`src/rtl/draw_board_cells.sv`:
```
`default_nettype none
// +--------------------------------------------------------------------------+
// | draw_board_cells: N x N board-cell renderer on the VGA timing chain.    |
// | Revision: 1.0                                                           |
// +--------------------------------------------------------------------------+
module draw_board_cells #(
    parameter int unsigned N            = 3,
    parameter int unsigned GRID_X0      = 8,
    parameter int unsigned GRID_Y0      = 9,
    parameter int unsigned CELL_W       = 336,
    parameter int unsigned CELL_H       = 253,
    parameter int unsigned IDX_W        = 4,
    parameter int unsigned BLINK_FRAMES = 30,
    parameter logic [11:0] COLOR_P0     = 12'h00f,
    parameter logic [11:0] COLOR_P1     = 12'hff0,
    parameter logic [11:0] COLOR_CUR    = 12'h0f0
) (
    input  logic               pclk,
    input  logic               rst,
    input  logic [10:0]        hcount_in,
    input  logic               hsync_in,
    input  logic               hblnk_in,
    input  logic [10:0]        vcount_in,
    input  logic               vsync_in,
    input  logic               vblnk_in,
    input  logic [11:0]        rgb_in,
    input  logic               start_en,
    input  logic               choice_en,
    input  logic [2*N*N-1:0]   cell_owner,
    input  logic [N*N-1:0]     win_mask,
    input  logic               cursor_en,
    input  logic [IDX_W-1:0]   cursor_idx,
    output logic [10:0]        hcount_out,
    output logic               hsync_out,
    output logic               hblnk_out,
    output logic [10:0]        vcount_out,
    output logic               vsync_out,
    output logic               vblnk_out,
    output logic [11:0]        rgb_out
);

    localparam int unsigned NN   = N * N;
    localparam int unsigned FC_W = (BLINK_FRAMES > 1) ? $clog2(BLINK_FRAMES) : 1;
    localparam logic [31:0] X_HI = GRID_X0 + N * CELL_W;
    localparam logic [31:0] Y_HI = GRID_Y0 + N * CELL_H;
    localparam logic [FC_W-1:0] FC_LAST = FC_W'(BLINK_FRAMES - 1);

    // Frame-coherent board state
    logic              vsync_d_q;
    logic [2*NN-1:0]   owner_sh_q;
    logic [NN-1:0]     win_sh_q;
    logic              cur_en_sh_q;
    logic [IDX_W-1:0]  cur_idx_sh_q;
    logic [FC_W-1:0]   frame_cnt_q;
    logic              blink_ph_q;
    logic              w_vsync_rise;

    assign w_vsync_rise = vsync_in & ~vsync_d_q;

    always_ff @(posedge pclk or posedge rst) begin
        if (rst) begin
            vsync_d_q    <= 1'b0;
            owner_sh_q   <= '0;
            win_sh_q     <= '0;
            cur_en_sh_q  <= 1'b0;
            cur_idx_sh_q <= '0;
            frame_cnt_q  <= '0;
            blink_ph_q   <= 1'b1;
        end else begin
            vsync_d_q <= vsync_in;
            if (w_vsync_rise) begin
                owner_sh_q   <= cell_owner;
                win_sh_q     <= win_mask;
                cur_en_sh_q  <= cursor_en;
                cur_idx_sh_q <= cursor_idx;
                if (win_mask == '0) begin
                    frame_cnt_q <= '0;
                    blink_ph_q  <= 1'b1;
                end else if (frame_cnt_q == FC_LAST) begin
                    frame_cnt_q <= '0;
                    blink_ph_q  <= ~blink_ph_q;
                end else begin
                    frame_cnt_q <= frame_cnt_q + FC_W'(1);
                end
            end
        end
    end

    // Stage 1: cell coordinates from parallel range compares
    logic [31:0] w_h32, w_v32;
    logic [1:0]  col_d, row_d, col_q, row_q;
    logic        in_grid_d, in_grid_q, en1_q;
    logic [10:0] h1_q, v1_q;
    logic        hs1_q, hb1_q, vs1_q, vb1_q;
    logic [11:0] rgb1_q;

    assign w_h32 = {21'd0, hcount_in};
    assign w_v32 = {21'd0, vcount_in};

    always_comb begin
        col_d = '0;
        row_d = '0;
        for (int unsigned c = 1; c < N; c++) begin
            if (w_h32 >= GRID_X0 + c * CELL_W) col_d = 2'(c);
            if (w_v32 >= GRID_Y0 + c * CELL_H) row_d = 2'(c);
        end
        in_grid_d = (w_h32 >= GRID_X0) && (w_h32 < X_HI) &&
                    (w_v32 >= GRID_Y0) && (w_v32 < Y_HI);
    end

    always_ff @(posedge pclk or posedge rst) begin
        if (rst) begin
            col_q     <= '0;
            row_q     <= '0;
            in_grid_q <= 1'b0;
            en1_q     <= 1'b0;
            h1_q      <= '0;
            hs1_q     <= 1'b0;
            hb1_q     <= 1'b0;
            v1_q      <= '0;
            vs1_q     <= 1'b0;
            vb1_q     <= 1'b0;
            rgb1_q    <= '0;
        end else begin
            col_q     <= col_d;
            row_q     <= row_d;
            in_grid_q <= in_grid_d;
            en1_q     <= start_en & ~choice_en;
            h1_q      <= hcount_in;
            hs1_q     <= hsync_in;
            hb1_q     <= hblnk_in;
            v1_q      <= vcount_in;
            vs1_q     <= vsync_in;
            vb1_q     <= vblnk_in;
            rgb1_q    <= rgb_in;
        end
    end

    // Stage 2: cell lookup and colour priority
    logic [3:0]  w_idx;
    logic [1:0]  w_own;
    logic        w_win;
    logic        w_cur_hit;
    logic [11:0] rgb_d;

    assign w_idx     = {2'b00, row_q} * 4'(N) + {2'b00, col_q};
    assign w_cur_hit = cur_en_sh_q &&
                       ({{(32-IDX_W){1'b0}}, cur_idx_sh_q} == {28'd0, w_idx});

    always_comb begin
        w_own = 2'b00;
        w_win = 1'b0;
        for (int unsigned k = 0; k < NN; k++) begin
            if (w_idx == 4'(k)) begin
                w_own = owner_sh_q[2*k +: 2];
                w_win = win_sh_q[k];
            end
        end
    end

    always_comb begin
        rgb_d = rgb1_q;
        if (en1_q && in_grid_q && !(w_win && !blink_ph_q)) begin
            case (w_own)
                2'b01:   rgb_d = COLOR_P0;
                2'b10:   rgb_d = COLOR_P1;
                2'b11:   rgb_d = rgb1_q;
                default: rgb_d = w_cur_hit ? COLOR_CUR : rgb1_q;
            endcase
        end
    end

    always_ff @(posedge pclk or posedge rst) begin
        if (rst) begin
            hcount_out <= '0;
            hsync_out  <= 1'b0;
            hblnk_out  <= 1'b0;
            vcount_out <= '0;
            vsync_out  <= 1'b0;
            vblnk_out  <= 1'b0;
            rgb_out    <= '0;
        end else begin
            hcount_out <= h1_q;
            hsync_out  <= hs1_q;
            hblnk_out  <= hb1_q;
            vcount_out <= v1_q;
            vsync_out  <= vs1_q;
            vblnk_out  <= vb1_q;
            rgb_out    <= rgb_d;
        end
    end

endmodule
`default_nettype wire
```
`config.mk`:
```
export PLATFORM = sky130hd
export DESIGN_NAME = draw_board_cells
export DESIGN_NICKNAME = d
export VERILOG_FILES = /design/src/rtl/draw_board_cells.sv
export SDC_FILE = /design/constraint.sdc
export NUM_CORES = 1
export LEC_CHECK = 0
export ABC_AREA = 1
export BUFFER_PORTS_ARGS = -buffer_cell sky130_fd_sc_hd__clkbuf_2
export CORE_ASPECT_RATIO = 2
export CORE_MARGIN = 2
export CORE_UTILIZATION = 55
export CTS_BUF_LIST = sky130_fd_sc_hd__clkbuf_2 sky130_fd_sc_hd__clkbuf_4 sky130_fd_sc_hd__clkbuf_8
export DETAILED_ROUTE_END_ITERATION = 8
export GPL_TIMING_DRIVEN = 0
export HOLD_SLACK_MARGIN = 0.15
export PLACE_DENSITY = 0.82
export SLEW_MARGIN = 20
export SYNTH_ARGS = -nofsm -noshare
export SYNTH_HDL_FRONTEND = slang
export SYNTH_SLANG_ARGS = --single-unit
```
`constraint.sdc`:
```
create_clock -name pclk -period 4.8 [get_ports pclk]
set_clock_uncertainty 0.15 [all_clocks]
set_input_delay 0.72 -clock pclk [delete_from_list [all_inputs] [get_ports pclk]]
set_output_delay 0.72 -clock pclk [all_outputs]
set_load 0.01 [all_outputs]
```
-- Word-level counts from Yosys, hierarchy flattened
Index checks and enable logic that the tools add are counted.
- register bits after elaboration: 120
- input bits: 74
- word-level logic and storage cells: 95
- $add $sub $neg: 2
- multiply operators: 1
- order comparisons: 8
- equality and inequality tests: 13
- mux-type cells: 29
- bitwise gates (word level): 5
- reductions and logical operators: 13
- operators by type and width (cell ; count):
    case mux 12 bit (3 select lines) ; 1
    two-way mux 12 bit ; 2
    >= comparator 11 x 10 -> 1 bit, second input constant ; 2
    >= comparator 11 x 4 -> 1 bit, second input constant ; 2
    >= comparator 11 x 9 -> 1 bit, second input constant ; 2
    less-than comparator 11 x 10 -> 1 bit, second input constant ; 2
    two-way mux 2 bit ; 11
    equality test 4 x 3 -> 1 bit, second input constant ; 4
    two-way mux 1 bit ; 13
    two-way mux 5 bit ; 2
    zero test 9 bit ; 1
    equality test 4 x 2 -> 1 bit, second input constant ; 2
    logical AND 1 bit ; 7
    adder 5 x 1 -> 5 bit, second input constant ; 1
    equality test 5 bit, second input constant ; 1
    adder 4 x 2 -> 4 bit ; 1
    equality test 2 bit, second input constant ; 2
    equality test 4 x 1 -> 1 bit, second input constant ; 1
    equality test 4 bit ; 1
    equality test 4 bit, second input constant ; 1
    zero test 4 bit ; 1
    multiplier 2 x 2 -> 4 bit, second input constant ; 1
    NOT 1 bit ; 3
    AND 1 bit ; 2
    other kinds (4) ; 5

-- Depth between registers and ports, before layout
Gate-level depths: netlist (run 1).
- depth in word-level cells: 16
- gate-level depth with buffers: 20

-- Worst setup path before layout (run 1)
Ideal clock, no wire load.
- path kind: register to register
- from: reg row_q[1]
- to: reg rgb_out[4]
- library setup time: 0.124 ns
- data arrival time: 2.733 ns
- setup slack: 1.793 ns
- stages on the path, launching flop included: 17
- buffers on the path: 0
- period minus slack after synthesis: 3.007 ns
- cells stage by stage: dfrtp_1 inv_1 fa_1 inv_1 ha_1 inv_1 fa_1 nand2_1 inv_2 nand2_1 or2_0 nand2_1 nand2_1 a21boi_2 nand4_2 o21ai_4 nand2_1
- cells in the longest elaborated chain, start to end: 16
- elaborated cells on any way between the ends: 40
- those cells by class: add/sub: 1; mul: 1; eq/ne: 12; mux: 21; reduce/logical: 5
- ends and longest elaborated chain (item ; RTL line ; source):
    start, declared ; 91 ; logic [1:0] col_d, row_d, col_q, row_q;
    start signal, assigned ; 126 ; row_q <= row_d;
    multiplier 2 x 2 -> 4 bit * ; 146 ; assign w_idx = {2'b00, row_q} * 4'(N) + {2'b00, col_q};
    adder 4 x 2 -> 4 bit * ; 146 ;
    branches (longest 13 deep; another with case mux 12 bit (3 select lines)) ; -- ;
    two-way mux 12 bit * ; 163 ; if (en1_q && in_grid_q && !(w_win && !blink_ph_q)) begin
    named net rgb_d[4] ; 144 ; logic [11:0] rgb_d;
    end signal, assigned ; 189 ; rgb_out <= rgb_d;
    end, declared ; 39 ; output logic [11:0] rgb_out
Mark *: on every way through the listed nets, which the timed path passes.
A chain may end at the register's enable or synchronous reset.

-- Final worst setup path (run 1)
- from: reg row_q[1]
- to: reg rgb_out[3]
Same word-level chain as after synthesis.

==> results of run 1 <==
logic make-up after synthesis:
family	Yosys count	share of synthesized area (%)
simple gates	211	19.7
xor+xnor	3	0.596
buf+inv	55	4.68
compound gates	35	4.88
fa+ha+maj	6	2.04
flops	120	68.1
placed cells by master, fill, tap and decap left out, types with 3 or more instances in the layout:
| cell type | netlist | routed |
|---|---|---|
| a21oi_1 | 10 | 10 |
| inv_1 | 45 | 44 |
| nand3_1 | 16 | 16 |
| nor3_1 | 7 | 7 |
| clkbuf_1 | 6 | 6 |
| clkbuf_2 | 0 | 111 |
| nor2_1 | 27 | 27 |
| nand4_1 | 6 | 6 |
| inv_2 | 3 | 3 |
| clkinvlp_4 | 0 | 4 |
| clkbuf_8 | 0 | 18 |
| ha_1 | 4 | 4 |
| dfrtp_1 | 119 | 119 |
| clkinv_2 | 0 | 3 |
| nand2_1 | 148 | 148 |
| o21ai_0 | 16 | 16 |
power groups by stage:
stage / registers [W] / logic, W / clock network [W]
finish: 0.00114 / 0.000293 / 0.000817
global route: 0.00115 / 0.000334 / 0.000881
CTS: 0.00114 / 0.000296 / 0.000835
detailed placement: 0.00116 / 0.000293 / 0
global placement: 0.00116 / 0.000276 / 0
floorplan: 0.00116 / 0.000177 / 0
metal layers:
metal / track usage [%] / routed length [um] / part of all wire [%]
met2: 41.9 / 5200 / 55
met3: 7.71 / 524 / 5.6
met1: 23.6 / 3170 / 34
met5: 0 / 0 / 0
met4: 17.6 / 516 / 5.5
stage by stage:
step / utilization, % / hold WS, ps
2_1_floorplan: - / 181
3_3_place_gp: 64.5 / 181
3_5_place_dp: 64.9 / 186
4_1_cts: 69.5 / 163
5_1_grt: 69.5 / 185
6_report: 69.5 / 166
cell type report:
type                    instances  share of cell area, %
flip-flops and latches        120                   54.8
multi-input cells             255                   21.9
repair buffers                112                   10.6
clock buffers                  20                   4.79
inverters                      49                   3.45
well taps                      96                   2.19
clock inverters                11                   1.85
plain buffers                   6                  0.411
final timing paths:
check                                               end  slack [ps]
worst min register to register  hcount_out[6]$_DFF_PP0_         200
worst max-delay path               rgb_out[3]$_DFF_PP0_        1390
worst min-delay path                  v1_q[4]$_DFF_PP0_         170
worst max register to register     rgb_out[3]$_DFF_PP0_        1390
max in group asynchronous        blink_ph_q$_DFFE_PP1P_        3610
min in group pclk               hcount_out[6]$_DFF_PP0_         200
sequential cells by signal, summed over array words and instances (netlist names), 2 cells and up:
signal,count
frame_cnt_q,5
vcount_out,11
rgb1_q,12
cur_idx_sh_q,4
owner_sh_q,18
row_q,2
hcount_out,11
rgb_out,12
h1_q,11
v1_q,11
col_q,2
win_sh_q,9
worst reg2reg max path, cell delays in order (launching register included):
cell,delay (ps)
dfrtp_1,360
inv_1,110
fa_1,430
inv_1,70
ha_1,140
inv_1,50
fa_1,570
nand2_1,120
inv_2,140
nand2_1,90
or2_0,200
nand2_1,90
nand2_1,80
a21boi_2,140
nand4_2,150
o21ai_4,300
nand2_1,90
inv_1,70
==> flow_summary.toml, run 1 <==
[pwr]
clkPwrFrac_pct = 36.3
vdd_drop_max_mv = 0.303
seq_power_share_pct = 50.7
p_int_w = 0.00164
power.switching_w = 0.000616
swShare_pct = 27.3
p_leak_nw = 2.94
power.density_mw_per_mm2 = 411
p_comb_share_pct = 13.0
fin_total_pwr_w = 0.00225

[cells_and_area]
area_growth_pct = 24.3
fin_cells = 669
multiInputGateArea_mm2 = 0.00120
n_antenna_cell = 0
nNetsFinal = 641
fillCellCount = 581
final_cell_area_mm2 = 0.00548
drive_gt1_share_pct = 26.9
ff_latch_area_mm2 = 0.00300

[sta]
finalHoldViolCount = 0
fmax_mhz = 294
rsz0062_at_grt = "no"
tightest_slew_ps = 515
finalWorstSetupSlack_ps = 1390
period_needed_ps = 3410
maxSlewHeadroom_pct = 65.5
fin_crit_sh_pct = 71.0
finalSetupViolCount = 0
fin_tns_setup_ps = 0
slew_violations = 0

[global_routing]
grt_pass1_vias = 3420
grt-ovfl-total = 0
grt_max_degree = 72
grt_usage_pct = 24.4
grt_pass1_wl_um = 15200
antenna_found_initial = 0

[setup_path]
rr_worst_depth = 17
worstSetupPathType = "flip-flop to flip-flop"
critPathRequiredTime_ps = 5010
crit_path_start_kind = "flip-flop"
rr_startpoint = "row_q[1]$_DFF_PP0_"
critPathArrivalTime_ps = 3620
cp_max_fo = 8
cp_common_cell = "nand2_1"
worstPathCellList = "inv_1 -> fa_1 -> inv_1 -> ha_1 -> inv_1 -> fa_1 -> nand2_1 -> inv_2 -> nand2_1 -> or2_0 -> nand2_1 -> nand2_1 -> a21boi_2 -> nand4_2 -> o21ai_4 -> nand2_1 -> inv_1"
path_depth = 17
critical_path_buf_inv_count = 5
crit_start = "row_q[1]$_DFF_PP0_"
crit_family = "adder cells"
cp_slowest_stage_delay_ps = 570
endpoint_kind = "flip-flop"
cp_slowest_cell = "fa_1"

[routing]
first_pass_iters = 6
drc = 0
ant_nets = 0
totalWireLength_um = 9410
drtIter0Drc = 240
wire_per_inst_um = 14.1
dr_total_vias = 3314
via_per_inst = 4.95

[cts]
cts.clk_slew.worst_paths_ps = 70
cts.hold.buffers_added = 0
htree_levels = 4
cts_tree = "built"
post_cts_resized = 0
cts_setup_buffers = 0
cts_made_buffers = 17
cts_buffer_depth = 2
cts.sinks = 120
clk_latency_ps = 430
cts_root_buf = "clkbuf_8"

[floorplan]
io_pins = 112
rows = 46
dieArea_mm2 = 0.00879
start_util_pct = 55.9
dieWidth_um = 67.3
coreArea_mm2 = 0.00789
die_h_um = 131

[synthesis]
synth-edff-count = 0
synth_ff_type = "dfrtp_1"
syn_area_mm2 = 0.00441
syn-instance-count = 430
yosys-top-cells-count = "148 x nand2_1, 119 x dfrtp_1, 45 x inv_1"
synth_top_area_cell = "dfrtp_1"
synth.area.top_cells = "dfrtp_1 68%, nand2_1 13%, inv_1 3.8%"
avgSynthCellArea_um2 = 10.3
synth_seq_area_share_pct = 68.1
synth_most_common_cell = "nand2_1"
ys_types = 32
yosysTopAreaCellShare_pct = 67.5
async_reset_ff_share_pct = 100
syn-num-nets = 510
ys_seq_elements = 120
synth_warnings = 0

[worst_hold_path]
hold_path.class = "primary input to asynchronous set/reset pin"

[run]
maxCapViolCount = 0

[status]
status = "finished clean"

[placement]
portBuffers = 111
place_congestion = 0.896
detailed_place_hpwl_um = 7130
place_ws_ps = 1400
dpl-instance-area_mm2 = 0.00512
dp.cells = 638
No activity file was read; power rests on OpenSTA's default activity.
==> run 2: changes to the inputs <==
--- a/config.mk
+++ b/config.mk
@@ -5,16 +5,16 @@
 export SDC_FILE = /design/constraint.sdc
 export NUM_CORES = 1
 export LEC_CHECK = 0
-export ABC_AREA = 1
+export ABC_AREA = 0
 export BUFFER_PORTS_ARGS = -buffer_cell sky130_fd_sc_hd__clkbuf_2
 export CORE_ASPECT_RATIO = 2
 export CORE_MARGIN = 2
-export CORE_UTILIZATION = 55
+export CORE_UTILIZATION = 49
 export CTS_BUF_LIST = sky130_fd_sc_hd__clkbuf_2 sky130_fd_sc_hd__clkbuf_4 sky130_fd_sc_hd__clkbuf_8
 export DETAILED_ROUTE_END_ITERATION = 8
 export GPL_TIMING_DRIVEN = 0
 export HOLD_SLACK_MARGIN = 0.15
-export PLACE_DENSITY = 0.82
+export PLACE_DENSITY = 0.77
 export SLEW_MARGIN = 20
 export SYNTH_ARGS = -nofsm -noshare
 export SYNTH_HDL_FRONTEND = slang
==> constraint.sdc (replaced) <==
create_clock -name pclk -period 3 [get_ports pclk]
set_clock_uncertainty 0.15 [all_clocks]
set_input_delay 0.45 -clock pclk [delete_from_list [all_inputs] [get_ports pclk]]
set_output_delay 0.45 -clock pclk [all_outputs]
set_load 0.01 [all_outputs]
==> run 2 against run 1 <==
Effect of this change: the flow now finishes with violations (setup timing); sequential cell count unchanged; count of clock-buffer cells in the layout down 1; non-clock buffer count up 101; fmax down 2.4%; cell count up 7.5%; first-iteration DRC count down 32%; die area up 12%; via count up 8.8%; design area up 20%; largest cell class unchanged.
==> flow_summary.toml, run 2 <==
[cells_and_area]
mostFrequentLayoutCell = "dfrtp_1"
largest_reg_flops = 18
fillCellCount = 536
area_growth_pct = 47.7
fin_cells = 719
nNetsFinal = 684
final_core_util_pct = 73.9
drive_gt1_share_pct = 31.6
mostFrequentLayoutCells = "119 x dfrtp_1, 111 x clkbuf_2, 106 x nand2_1, 73 x dlygate4sd3_1"
regMostFlops = "owner_sh_q"
reg_top3 = "owner_sh_q: 18 flops, rgb1_q: 12 flops, rgb_out: 12 flops"
n_antenna_cell = 0

[synthesis]
yosys-top-cells-count = "119 x dfrtp_1, 106 x nand2_1, 19 x a21oi_1"
syn-num-nets = 461
avgSynthCellArea_um2 = 11.7
yosysTopAreaCellShare_pct = 67.0
async_reset_ff_share_pct = 100
syn-instance-count = 381
synth_top_area_cell = "dfrtp_1"
synth_ff_type = "dfrtp_1"
synth.area.top_cells = "dfrtp_1 67%, nand2_1 9.0%, a21oi_1 2.1%"
ys_types = 54
synth-edff-count = 0
ys_seq_elements = 120
synth_seq_area_share_pct = 67.6
syn_area_mm2 = 0.00444
synth_warnings = 0
synth_most_common_cell = "dfrtp_1"

[cts]
cts_buffer_depth = 2
cts_root_buf = "clkbuf_8"
clk_latency_ps = 420
cts.clk_slew.worst_paths_ps = 70
htree_levels = 4
cts_made_buffers = 17
cts_tree = "built"
cts.sinks = 120

[sta]
finalWorstSetupSlack_ps = -489
period_needed_ps = 3490
fin_crit_sh_pct = 116
rsz0062_at_grt = "yes"
fmax_mhz = 287
slew_violations = 0
finalSetupViolCount = 12
finalHoldViolCount = 0
maxSlewHeadroom_pct = 53.4
tightest_slew_ps = 697

[routing]
via_per_inst = 5.02
dr_total_vias = 3606
first_pass_iters = 4
ant_nets = 0
totalWireLength_um = 10700
drtIter0Drc = 164
wire_per_inst_um = 14.9
drc = 0

[setup_path]
crit_path_start_kind = "flip-flop"
rr_startpoint = "row_q[0]$_DFF_PP0_"
endpoint_kind = "flip-flop"
cp_max_fo = 5
critPathArrivalTime_ps = 3650
worstSetupPathType = "flip-flop to flip-flop"
critPathRequiredTime_ps = 3160
crit_start = "row_q[0]$_DFF_PP0_"

[status]
status = "finished with violations"
violations = "setup timing"

[floorplan]
rows = 49
die_h_um = 139
start_util_pct = 50.0
coreArea_mm2 = 0.00889
dieArea_mm2 = 0.00989
dieWidth_um = 71.3
io_pins = 112

[placement]
dp.cells = 597
detailed_place_hpwl_um = 7080
portBuffers = 111
place_congestion = 0.872

[pwr]
vdd_drop_max_mv = 0.446
p_int_w = 0.00303
power.density_mw_per_mm2 = 624
seq_power_share_pct = 45.1
power.switching_w = 0.00107
clkPwrFrac_pct = 38.9
p_leak_nw = 3.26
swShare_pct = 26.0
p_comb_share_pct = 16.0

[worst_hold_path]
min-delay-start = "v1_q[2]$_DFF_PP0_"
hold_path.class = "flip-flop to flip-flop"

[global_routing]
grt_use_met2_pct = 42.3
met3_usage_pct = 6.54
grt_pass1_wl_um = 17500
grt.met1_usage_pct = 23.8
grt_usage_pct = 23.3
antenna_found_initial = 0
top_usage_layer = "met2"
grt_max_degree = 39
grt-ovfl-total = 0
grt_pass1_vias = 3855

[run]
maxCapViolCount = 0
==> run 2: cell types whose count changed in the layout (fill, tap and decap cells not counted), sizes merged, moves of 4 or more <==
cell         change
a22o             +6
dlygate4sd3     +73
o21ai            -5
nand4            -4
nor2b            +5
a21o             +7
nor2            -21
nand3           -13
inv             -32
a21oi            +9
nand2           -42
buf             +28
nand2b           +6
==> run 2: metrics by stage <==
| step | hold slack (ps) | cell area (um^2) | TNS [ps] | worst slack [ps] | power (W) |
|---|---|---|---|---|---|
| after floorplan | 181 | 4460 | -3310 | -364 | 0.00219 |
| after global placement | 181 | 5140 | -5830 | -527 | 0.00235 |
| after detailed placement | 185 | 5210 | -6710 | -611 | 0.00238 |
| after CTS | 196 | 6530 | -5620 | -496 | 0.00410 |
| after global routing | 203 | 6570 | -7540 | -661 | 0.00428 |
| final | 194 | 6570 | -5640 | -489 | 0.00410 |
==> run 2: kinds of logic after synthesis <==
kind of cell / Yosys count / share of synthesized area (%)
multiplexers: 4 / 0.929
XOR/XNOR: 4 / 0.788
AO/OA/AOI/OAI: 64 / 10.1
adder cells (fa/ha/maj): 6 / 2.03
AND/OR/NAND/NOR: 153 / 15.5
buffers and inverters: 30 / 3.07
flip-flops: 120 / 67.6
==> run 2: critical path: stages (launching register included) <==
cell,delay [ps]
dfrtp_1,360
inv_2,50
fa_1,540
inv_1,40
ha_2,160
inv_2,50
fa_1,420
buf_6,140
and3_4,150
a22o_1,260
o221ai_4,250
o311ai_4,140
buf_6,150
a211o_1,280
a22o_2,230
==> run 2: cell type report <==
| class | instances | area, um^2 | area share, % |
|---|---|---|---|
| Tap cell | 102 | 128 | 1.94 |
| Clock inverter | 13 | 191 | 2.92 |
| Clock buffer | 19 | 255 | 3.89 |
| Inverter | 15 | 60.1 | 0.915 |
| Sequential cell | 120 | 3000 | 45.8 |
| Timing Repair Buffer | 205 | 1500 | 22.8 |
| Multi-Input combinational cell | 231 | 1360 | 20.7 |
| Buffer | 14 | 68.8 | 1.05 |
==> run 2: power by group through the flow <==
stage	combinational, W	clock, W	sequential, W
after floorplan	0.000321	0	0.00187
after global placement	0.000480	0	0.00187
after detailed placement	0.000508	0	0.00187
after CTS	0.000633	0.00162	0.00185
after global routing	0.000725	0.00169	0.00186
final	0.000654	0.00159	0.00185
==> run 2: timing repair <==
action / in CTS / in global routing
resized for setup: 10 / 6
endpoints found under the setup margin: 12 / 12
hold buffers: 73 / 0
pin swaps: 14 / 4
setup buffers: 15 / 3
endpoints found under the hold margin: 104 / 0
==> run 2: per-layer routing <==
| metal | vias up | routed length (um) |
|---|---|---|
| met5 | - | 0 |
| met4 | 0 | 348 |
| met3 | 23 | 392 |
| met2 | 100 | 6180 |
| met1 | 1756 | 3810 |
| li1 | 1727 | - |
==> run 2: final timing paths <==
check / slack, ps / end / cells past startpoint
worst min-delay path: 190 / vcount_out[2]$_DFF_PP0_ / 0
worst min register to register: 190 / vcount_out[2]$_DFF_PP0_ / 0
max in group asynchronous: 1300 / blink_ph_q$_DFFE_PP1P_ / 5
worst max-delay path: -490 / rgb_out[11]$_DFF_PP0_ / 14
min in group asynchronous: 570 / v1_q[4]$_DFF_PP0_ / 3
worst max register to register: -490 / rgb_out[11]$_DFF_PP0_ / 14
